==> src/rtl/regfile_writeback_sink_if.sv <==
// Writeback/read bundle between the execute stage and the register-file sink.
// master = execute/writeback stage, slave = regfile_writeback_sink.
interface regfile_writeback_sink_if #(
  parameter int DATA_W = 8,
  parameter int ADDR_W = 3,
  parameter int DEPTH  = 2
);
  localparam int CNT_W = $clog2(DEPTH) + 1;

  logic              wb_valid;
  logic              wb_ready;
  logic [ADDR_W-1:0] wb_addr;
  logic [DATA_W-1:0] wb_data;
  logic [ADDR_W-1:0] rd_addr;
  logic [DATA_W-1:0] rd_data;
  logic [CNT_W-1:0]  wb_count;
  logic              wb_busy;

  modport master (
    output wb_valid, wb_addr, wb_data, rd_addr,
    input  wb_ready, rd_data, wb_count, wb_busy
  );

  modport slave (
    input  wb_valid, wb_addr, wb_data, rd_addr,
    output wb_ready, rd_data, wb_count, wb_busy
  );
endinterface

==> src/rtl/regfile_writeback_sink.sv <==
// Register-file sink: in-order write buffer draining one entry per cycle into
// an R0-zero register array. Optional read bypass: define REGFILE_BYPASS_EN.
module regfile_writeback_sink #(
  parameter int DATA_W = 8,
  parameter int ADDR_W = 3,
  parameter int DEPTH  = 2
) (
  input  logic                   clk,
  input  logic                   rst_n,
  regfile_writeback_sink_if.slave bus
);
  localparam int PTR_W = $clog2(DEPTH);
  localparam int CNT_W = $clog2(DEPTH) + 1;
  localparam int NREG  = 2 ** ADDR_W;

  localparam logic [PTR_W-1:0]  PTR_ONE  = PTR_W'(1);
  localparam logic [CNT_W-1:0]  CNT_ONE  = CNT_W'(1);
  localparam logic [CNT_W-1:0]  CNT_FULL = CNT_W'(DEPTH);
  localparam logic [DATA_W-1:0] DATA_ZERO = {DATA_W{1'b0}};
  localparam logic [ADDR_W-1:0] ADDR_ZERO = {ADDR_W{1'b0}};

  logic [ADDR_W-1:0] buf_addr_q [DEPTH];
  logic [DATA_W-1:0] buf_data_q [DEPTH];
  logic [DATA_W-1:0] regs_q     [NREG];

  logic [PTR_W-1:0] wr_ptr_q, wr_ptr_d;
  logic [PTR_W-1:0] rd_ptr_q, rd_ptr_d;
  logic [CNT_W-1:0] count_q,  count_d;
  logic             ready_q,  ready_d;
  logic             busy_q,   busy_d;
  logic             push_s;
  logic             pop_s;
  logic [DATA_W-1:0] rd_data_s;

  // Handshake and occupancy next-state; ready/busy are registered from count_d.
  always_comb begin
    push_s   = bus.wb_valid && ready_q;
    pop_s    = busy_q;
    wr_ptr_d = push_s ? (wr_ptr_q + PTR_ONE) : wr_ptr_q;
    rd_ptr_d = pop_s  ? (rd_ptr_q + PTR_ONE) : rd_ptr_q;
    case ({push_s, pop_s})
      2'b10:   count_d = count_q + CNT_ONE;
      2'b01:   count_d = count_q - CNT_ONE;
      default: count_d = count_q;
    endcase
    ready_d = (count_d != CNT_FULL);
    busy_d  = (count_d != {CNT_W{1'b0}});
  end

  // Pointer, occupancy and flag registers.
  always_ff @(posedge clk or negedge rst_n) begin
    if (!rst_n) begin
      wr_ptr_q <= {PTR_W{1'b0}};
      rd_ptr_q <= {PTR_W{1'b0}};
      count_q  <= {CNT_W{1'b0}};
      ready_q  <= 1'b1;
      busy_q   <= 1'b0;
    end else begin
      wr_ptr_q <= wr_ptr_d;
      rd_ptr_q <= rd_ptr_d;
      count_q  <= count_d;
      ready_q  <= ready_d;
      busy_q   <= busy_d;
    end
  end

  // Write-buffer storage; reset discards any uncommitted entries.
  always_ff @(posedge clk or negedge rst_n) begin
    if (!rst_n) begin
      for (int i = 0; i < DEPTH; i++) begin
        buf_addr_q[i] <= ADDR_ZERO;
        buf_data_q[i] <= DATA_ZERO;
      end
    end else if (push_s) begin
      buf_addr_q[wr_ptr_q] <= bus.wb_addr;
      buf_data_q[wr_ptr_q] <= bus.wb_data;
    end else begin
      buf_addr_q[wr_ptr_q] <= buf_addr_q[wr_ptr_q];
      buf_data_q[wr_ptr_q] <= buf_data_q[wr_ptr_q];
    end
  end

  // Register array: head entry commits every cycle the buffer is non-empty; R0 never written.
  always_ff @(posedge clk or negedge rst_n) begin
    if (!rst_n) begin
      for (int i = 0; i < NREG; i++) begin
        regs_q[i] <= DATA_ZERO;
      end
    end else if (pop_s && (buf_addr_q[rd_ptr_q] != ADDR_ZERO)) begin
      regs_q[buf_addr_q[rd_ptr_q]] <= buf_data_q[rd_ptr_q];
    end else begin
      regs_q[0] <= DATA_ZERO;
    end
  end

  // Asynchronous read port; bypass scans oldest to newest so the newest match wins.
  always_comb begin
    rd_data_s = DATA_ZERO;
    if (bus.rd_addr == ADDR_ZERO) begin
      rd_data_s = DATA_ZERO;
    end else begin
      rd_data_s = regs_q[bus.rd_addr];
`ifdef REGFILE_BYPASS_EN
      for (int i = 0; i < DEPTH; i++) begin
        rd_data_s = ((CNT_W'(i) < count_q) &&
                     (buf_addr_q[rd_ptr_q + PTR_W'(i)] == bus.rd_addr))
                    ? buf_data_q[rd_ptr_q + PTR_W'(i)] : rd_data_s;
      end
`else
      rd_data_s = regs_q[bus.rd_addr];
`endif
    end
  end

  assign bus.wb_ready = ready_q;
  assign bus.wb_busy  = busy_q;
  assign bus.wb_count = count_q;
  assign bus.rd_data  = rd_data_s;
endmodule
==> src/flat_wrapper.sv <==
// flat-port wrapper written by rule: the top's interface ports become plain ports
module regfile_writeback_sink_flat 
#(
  parameter int DATA_W = 8,
  parameter int ADDR_W = 3,
  parameter int DEPTH  = 2
)
  (clk, rst_n, bus_wb_valid, bus_wb_addr, bus_wb_data, bus_rd_addr, bus_wb_ready, bus_rd_data, bus_wb_count, bus_wb_busy);
  regfile_writeback_sink_if #(.DATA_W(DATA_W), .ADDR_W(ADDR_W), .DEPTH(DEPTH)) bus_i ();
  input  logic clk;
  input  logic rst_n;
  input wire logic [$bits(bus_i.wb_valid)-1:0] bus_wb_valid;
  input wire logic [$bits(bus_i.wb_addr)-1:0] bus_wb_addr;
  input wire logic [$bits(bus_i.wb_data)-1:0] bus_wb_data;
  input wire logic [$bits(bus_i.rd_addr)-1:0] bus_rd_addr;
  output wire logic [$bits(bus_i.wb_ready)-1:0] bus_wb_ready;
  output wire logic [$bits(bus_i.rd_data)-1:0] bus_rd_data;
  output wire logic [$bits(bus_i.wb_count)-1:0] bus_wb_count;
  output wire logic [$bits(bus_i.wb_busy)-1:0] bus_wb_busy;
  assign bus_i.wb_valid = bus_wb_valid;
  assign bus_i.wb_addr = bus_wb_addr;
  assign bus_i.wb_data = bus_wb_data;
  assign bus_i.rd_addr = bus_rd_addr;
  assign bus_wb_ready = bus_i.wb_ready;
  assign bus_rd_data = bus_i.rd_data;
  assign bus_wb_count = bus_i.wb_count;
  assign bus_wb_busy = bus_i.wb_busy;
  regfile_writeback_sink #(.DATA_W(DATA_W), .ADDR_W(ADDR_W), .DEPTH(DEPTH)) u_core (.clk(clk), .rst_n(rst_n), .bus(bus_i));
endmodule
==> config.mk <==
export PLATFORM = sky130hd
export DESIGN_NAME = regfile_writeback_sink_flat
export DESIGN_NICKNAME = d
export VERILOG_FILES = /design/src/rtl/regfile_writeback_sink_if.sv /design/src/rtl/regfile_writeback_sink.sv /design/src/flat_wrapper.sv
export SDC_FILE = /design/constraint.sdc
export NUM_CORES = 1
export LEC_CHECK = 0
export CORE_UTILIZATION = 62
export CTS_CLUSTER_SIZE = 12
export DETAILED_ROUTE_END_ITERATION = 6
export PLACE_DENSITY = 0.84
export REMOVE_ABC_BUFFERS = 1
export SETUP_SLACK_MARGIN = 0.1
export SLEW_MARGIN = 25
export SYNTH_ARGS = -nofsm -noshare
export SYNTH_HDL_FRONTEND = slang
export SYNTH_SLANG_ARGS = --single-unit
==> constraint.sdc <==
create_clock -name clk -period 3.7 [get_ports clk]
set_input_delay 0.37 -clock clk [delete_from_list [all_inputs] [get_ports clk]]
set_output_delay 0.37 -clock clk [all_outputs]
set_load 0.02 [all_outputs]
## Word-level counts from Yosys, hierarchy flattened

Cells that the tools add are included.

| word-level totals | value |
|---|---|
| memory bits (writable) | 0 |
| output and inout bits | 12 |
| memories | 0 |
| flip-flop bits (word level) | 92 |
| bits in latches | 0 |
| memory bits (read-only) | 0 |

| operators by class | value |
|---|---|
| muxes and demuxes | 31 |
| multipliers | 0 |
| divide/modulo/power cells | 0 |
| shifts and indexed selects | 0 |
| reductions and logical operators | 7 |
| equal/unequal tests | 3 |
| add/sub/neg operators | 4 |
| bitwise logic cells | 4 |
| magnitude comparators | 6 |

Operators by type and width:

| cell | number |
|---|---|
| 8-bit two-way mux | 12 |
| 64-bit bitwise mux | 1 |
| 16-bit bitwise mux | 2 |
| 8-bit binary-select mux with 3-bit select | 1 |
| 8-bit demux with 3-bit select | 1 |
| 3-bit two-way mux | 7 |
| 16-bit two-way mux | 1 |
| 6-bit bitwise mux | 2 |
| 8-bit demux with 1-bit select | 1 |
| 4-bit greater-or-equal comparator, second input constant | 2 |
| 3-bit NOT with 4-bit output | 2 |
| 6-bit two-way mux | 1 |
| 2-bit greater-or-equal comparator, second input constant | 2 |
| 1-bit logical AND | 4 |
| 4-bit by 1-bit < comparator with 1-bit output, second input constant | 1 |
| 1-bit NOT with 2-bit output | 2 |
| 2-bit case mux with 2 select lines | 1 |
| 3-bit demux with 1-bit select | 1 |
| 3-bit zero test | 1 |
| 3-bit nonzero test | 1 |
| 1-bit adder, second input constant | 2 |
| 2-bit by 1-bit adder with 2-bit output, second input constant | 1 |
| 2-bit by 1-bit equality test with 1-bit output, second input constant | 1 |
| 2-bit equality test, second input constant | 1 |
| 4 further kinds | 4 |

## Logic depth before layout (Yosys ltp)

| depth | value |
|---|---|
| depth after elaboration | 11 |
| depth in mapped cells | 5 |
| mapped depth without buffers | 5 |

## Least setup slack after synthesis

OpenSTA, ideal clock, no wires.

| path | value |
|---|---|
| kind | input to output |
| start | in bus_rd_addr[0] |
| end | out bus_rd_data[6] |
| data required time | 3.330 ns |
| buffers on the path | 2 |
| arrival time | 1.741 ns |
| path slack | 1.589 ns |
| stages | 5 |
| cell sequence | buf_2 clkbuf_1 mux4_2 nand2_1 o21ai_0 |

| between the ends | value |
|---|---|
| word-level cells in the longest chain between the ends | 5 |
| elaborated cells between the ends (all ways) | 6 |
| classes of those cells | mux (4); bitwise (1); reduce/logical (1) |

Ends and longest elaborated chain:

| item | RTL line | RTL |
|---|---|---|
| start: declaration | flat_wrapper.sv:15 | `input wire logic [$bits(bus_i.rd_addr)-1:0] bus_rd_addr;` |
| 3-bit NOT with 4-bit output | n/a |  |
| 8-bit binary-select mux with 3-bit select | n/a |  |
| 8-bit two-way mux (implied by the code) (2 in a row) | regfile_writeback_sink.sv:110 | `rd_data_s = regs_q[bus.rd_addr];` |
| 8-bit two-way mux (*) | regfile_writeback_sink.sv:99 | `if (bus.rd_addr == ADDR_ZERO) begin` |
| end: declaration | flat_wrapper.sv:17 | `output wire logic [$bits(bus_i.rd_data)-1:0] bus_rd_data;` |

Mark *: on every way between the ends. The rest lies on a longest branch, timed or not. The select of a mux whose other input is x is not followed.

## Final worst setup path

| path | value |
|---|---|
| start | in bus_rd_addr[0] |
| end | out bus_rd_data[5] |

The elaborated chain is that of the path after synthesis.

==> impl_summary.txt <==
----------------------------------------------------
[Outcome]
  Result of the run ... completed

[GRT]
  Combined global-route utilization of all metal layers ... 24.4%
  Maximum number of pins on one net before global-route repair ... 85
  Via count of the first global-routing pass ... 2212
  Global route total overflow ... 0
  First-pass GRT wire length ... 11.4 mm
  Antenna violations before repair ... 0

[Clock tree]
  Clock tree from TritonCTS ... built
  Latest clock arrival within the worst-skew pair ... 0.34 ns
  Number of buffers inserted by hold repair at cts ... 0
  Cell at the root of the clock tree ... sky130_fd_sc_hd__clkbuf_8
  Number of cells upsized or downsized after cts ... 0
  Clock edge transition at the registers on the reported setup and hold paths ... 0.07 ns
  Count of clock tree sinks ... 84
  Buffers inserted by post-CTS timing repair ... 0
  Number of levels in the clock H-tree ... 3
  Clock tree buffer depth ... 2
  Clock buffer count from CTS ... 9

[Final layout]
  Layout Cell Area excl Fill ... 4370 um^2
  Filler cell count ... 410
  Share of final-layout standard cells stronger than drive strength 1 ... 45.0%
  Final core area utilization ... 73.4%
  Area grow syn2layout ... 13.4%
  Seq. cell area ... 2100 um^2
  Area of combinational cells with multiple inputs ... 1690 um^2
  Antenna diodes ... 0
  Number of nets in the layout ... 305

[Yosys]
  Most frequently used flop master after synthesis ... sky130_fd_sc_hd__dfrtp_1
  Cell taking the most area after synthesis ... sky130_fd_sc_hd__dfrtp_1
  Synthesized instance count ... 255
  Largest family of logic cells by synthesized area ... multiplexers
  Async set or reset register ratio after synthesis ... 100%
  Basic-gate share of the synthesized area counting and, or, nand and nor cells ... 3.51%
  Netlist area before placement ... 3850 um^2
  Number of synthesized flops with an enable pin ... 0
  Yosys synthesis warning count ... 0
  Multiplexer share of the synthesized area ... 32.7%
  Flops & latches, synth ... 84
  Share of the synthesized area in compound gates (AO/OA/AOI/OAI) ... 6.56%
  Fraction of the mapped netlist area in adder cells ... 0.325%
  Most frequent cells after synthesis ... sky130_fd_sc_hd__mux2_2 (94), sky130_fd_sc_hd__dfrtp_1 (83), sky130_fd_sc_hd__nand2_1 (11)
  Synthesized area per cell ... 15.1 um^2
  Sequential share of the synthesized area ... 54.6%
  Post-Synth XOR/XNOR Area ... 0.682%
  Fraction of synthesized cell area taken by the top area cell type ... 53.9%
  Top area cells in the synthesized netlist ... sky130_fd_sc_hd__dfrtp_1 (54%), sky130_fd_sc_hd__mux2_2 (27%), sky130_fd_sc_hd__mux4_2 (4.7%), sky130_fd_sc_hd__a211oi_4 (3.1%), sky130_fd_sc_hd__a22oi_1 (1.4%)
  Cell with the most instances after synthesis ... sky130_fd_sc_hd__mux2_2
  Distinct cell type count after synthesis ... 29

[Timing]
  Tightest slew margin relative to the limit ... 39.1%
  Slew @ Worst Pin ... 0.911 ns
  Fin crit period ... 3.17 ns
  Maximum clock skew at final layout ... 0.00915 ns
  Unrepaired setup endpoints after global routing ... false
  Max Clock Freq ... 316 MHz
  Hold Fails Final Rpt ... 0
  Post-route clock period utilization ... 85.6%
  Final-report max-slew violation count ... 0
  Final hold slack ... 0.0771 ns
  Worst Setup Slack, final ... 0.534 ns
  Setup violators final ... 0
  Setup_tns ... 0 ns

[Drt]
  Average wire per standard cell ... 18.9 um
  Count of unresolved DRC violations after routing ... 0
  Number of nets with antenna violations after routing ... 0
  Number of DRC markers after the initial detailed-route iteration ... 162
  Drt pass-1 iters ... 4
  Vias per cell ... 5.89
  Count of vias placed by the detailed router ... 2155
  Total wire length after detailed routing ... 6.93 mm

[Pwr]
  Power density normalized to cell area ... 902 nW/um^2
  Leakage ... 1.79 nW
  Maximum resistive drop on vdd ... 0.607 mV

[Placed design]
  Cell area reported after detailed placement ... 4200 um^2
  Count of buffers inserted at the top-level ports ... 28
  Placed wire-length estimate ... 4.72 mm
  Routability Congestion ... 0.700
  Worst setup timing slack at the placement stage ... 0.506 ns

[Floorplan]
  Horizontal die dimension ... 80.9 um
  I/O pins ... 29
  Number of core rows ... 28
  Core area ... 5960 um^2
  Die area ... 6540 um^2
  Die height ... 80.9 um
  Initial core utilization ... 64.7%

[Setup path]
  Worst reg2reg setup slack ... 1.13 ns
  Worst setup path class ... primary input to output port
  Critical path capture point ... bus_rd_data[5]
  Critical Path RT ... 3.33 ns
  CP startpoint kind ... primary input
  Worst path arrival time ... 2.80 ns
  Capture instance of the worst register-to-register path ... u_core.regs_q[1]$_DFFE_PN0P_
  Capturing element type of the critical path ... output port
  Worst R2R Path Depth ... 3
  Critical R2R Launch ... u_core.rd_ptr_q$_DFFE_PN0P_
  Largest fanout on the critical path ... 14
  Critical path startpoint ... bus_rd_addr[0]

[Min path]
  Hold crit path type ... primary input to async pin

[Run]
  Number of max-cap violations ... 0

----------------------------------------------------
power breakdown:
part / switching, W / internal (W) / total, W
registers: 0.000281 / 0.00140 / 0.00168
logic: 0.000755 / 0.000939 / 0.00169
clock network: 0.000295 / 0.000276 / 0.000570
kinds of logic after synthesis:
group,Yosys count
buffers and inverters,13
AND/OR/NAND/NOR,24
multiplexers,104
XOR/XNOR,3
flip-flops,84
AO/OA/AOI/OAI,26
adder cells (fa/ha/maj),1
worst max-delay path: stages:
cell and delay, ns:
sky130_fd_sc_hd__clkdlybuf4s50_1 0.94, sky130_fd_sc_hd__buf_4 0.26, sky130_fd_sc_hd__mux4_2 0.48, sky130_fd_sc_hd__nand2_1 0.07, sky130_fd_sc_hd__o21ai_0 0.09, sky130_fd_sc_hd__clkdlybuf4s50_1 0.56
cell type report:
cell class | count | area share, %
Sequential cell | 84 | 48.1
Clock inverter | 2 | 0.229
Timing Repair Buffer | 32 | 7.13
Tap cell | 75 | 2.15
Multi-Input combinational cell | 158 | 38.6
Inverter | 2 | 0.172
Clock buffer | 13 | 3.64
cell usage in the layout (no fill, tap or decap), types with 3 or more instances in the layout:
cell / Yosys / layout
sky130_fd_sc_hd__nand3_1: 3 / 3
sky130_fd_sc_hd__buf_4: 2 / 4
sky130_fd_sc_hd__a22oi_1: 7 / 7
sky130_fd_sc_hd__nand2_1: 11 / 11
sky130_fd_sc_hd__nand3b_1: 3 / 3
sky130_fd_sc_hd__dfrtp_1: 83 / 83
sky130_fd_sc_hd__mux4_2: 8 / 8
sky130_fd_sc_hd__a211oi_4: 6 / 6
sky130_fd_sc_hd__mux2_2: 94 / 94
sky130_fd_sc_hd__clkbuf_8: 0 / 11
sky130_fd_sc_hd__clkdlybuf4s50_1: 0 / 27
sky130_fd_sc_hd__o21ai_0: 8 / 8
worst min path at each step:
stage | start | endpoint | slack, ns | cells after the start
final | rst_n | u_core.buf_data_q[15]$_DFFE_PN0N_ | 0.08 | 1
after global routing | rst_n | u_core.buf_data_q[7]$_DFFE_PN0P_ | 0.14 | 1
after CTS | rst_n | u_core.buf_addr_q[3]$_DFFE_PN0N_ | 0.25 | 1
after detailed placement | u_core.buf_data_q[6]$_DFFE_PN0P_ | u_core.buf_data_q[6]$_DFFE_PN0P_ | 0.49 | 1
after global placement | u_core.wr_ptr_q$_DFFE_PN0P_ | u_core.wr_ptr_q$_DFFE_PN0P_ | 0.48 | 2
after floorplan | rst_n | u_core.buf_addr_q[0]$_DFFE_PN0P_ | 0.07 | 0
stage by stage:
stage / power, W / instances
floorplan: 0.00291 / 244
global placement: 0.00332 / 351
detailed placement: 0.00340 / 351
CTS: 0.00397 / 366
global route: 0.00420 / 366
finish: 0.00394 / 366
routing by layer:
| metal | global-route usage, % | vias to the layer above | share of wire (%) |
|---|---|---|---|
| li1 | - | 999 | - |
| met1 | 35.2 | 1111 | 48 |
| met2 | 37.6 | 36 | 48 |
| met3 | 3.60 | 9 | 2.9 |
| met4 | 9.82 | 0 | 1.2 |
| met5 | 0 | - | 0 |
sequential cells by signal, summed over array words and instances, names as in the netlist:
name / cells
u_core.rd_ptr_q: 1
u_core.regs_q: 56
u_core.bus.wb_busy: 1
u_core.wr_ptr_q: 1
u_core.bus.wb_ready: 1
u_core.buf_data_q: 16
u_core.bus.wb_count: 2
u_core.buf_addr_q: 6
No activity file was read; power rests on OpenSTA's default activity.
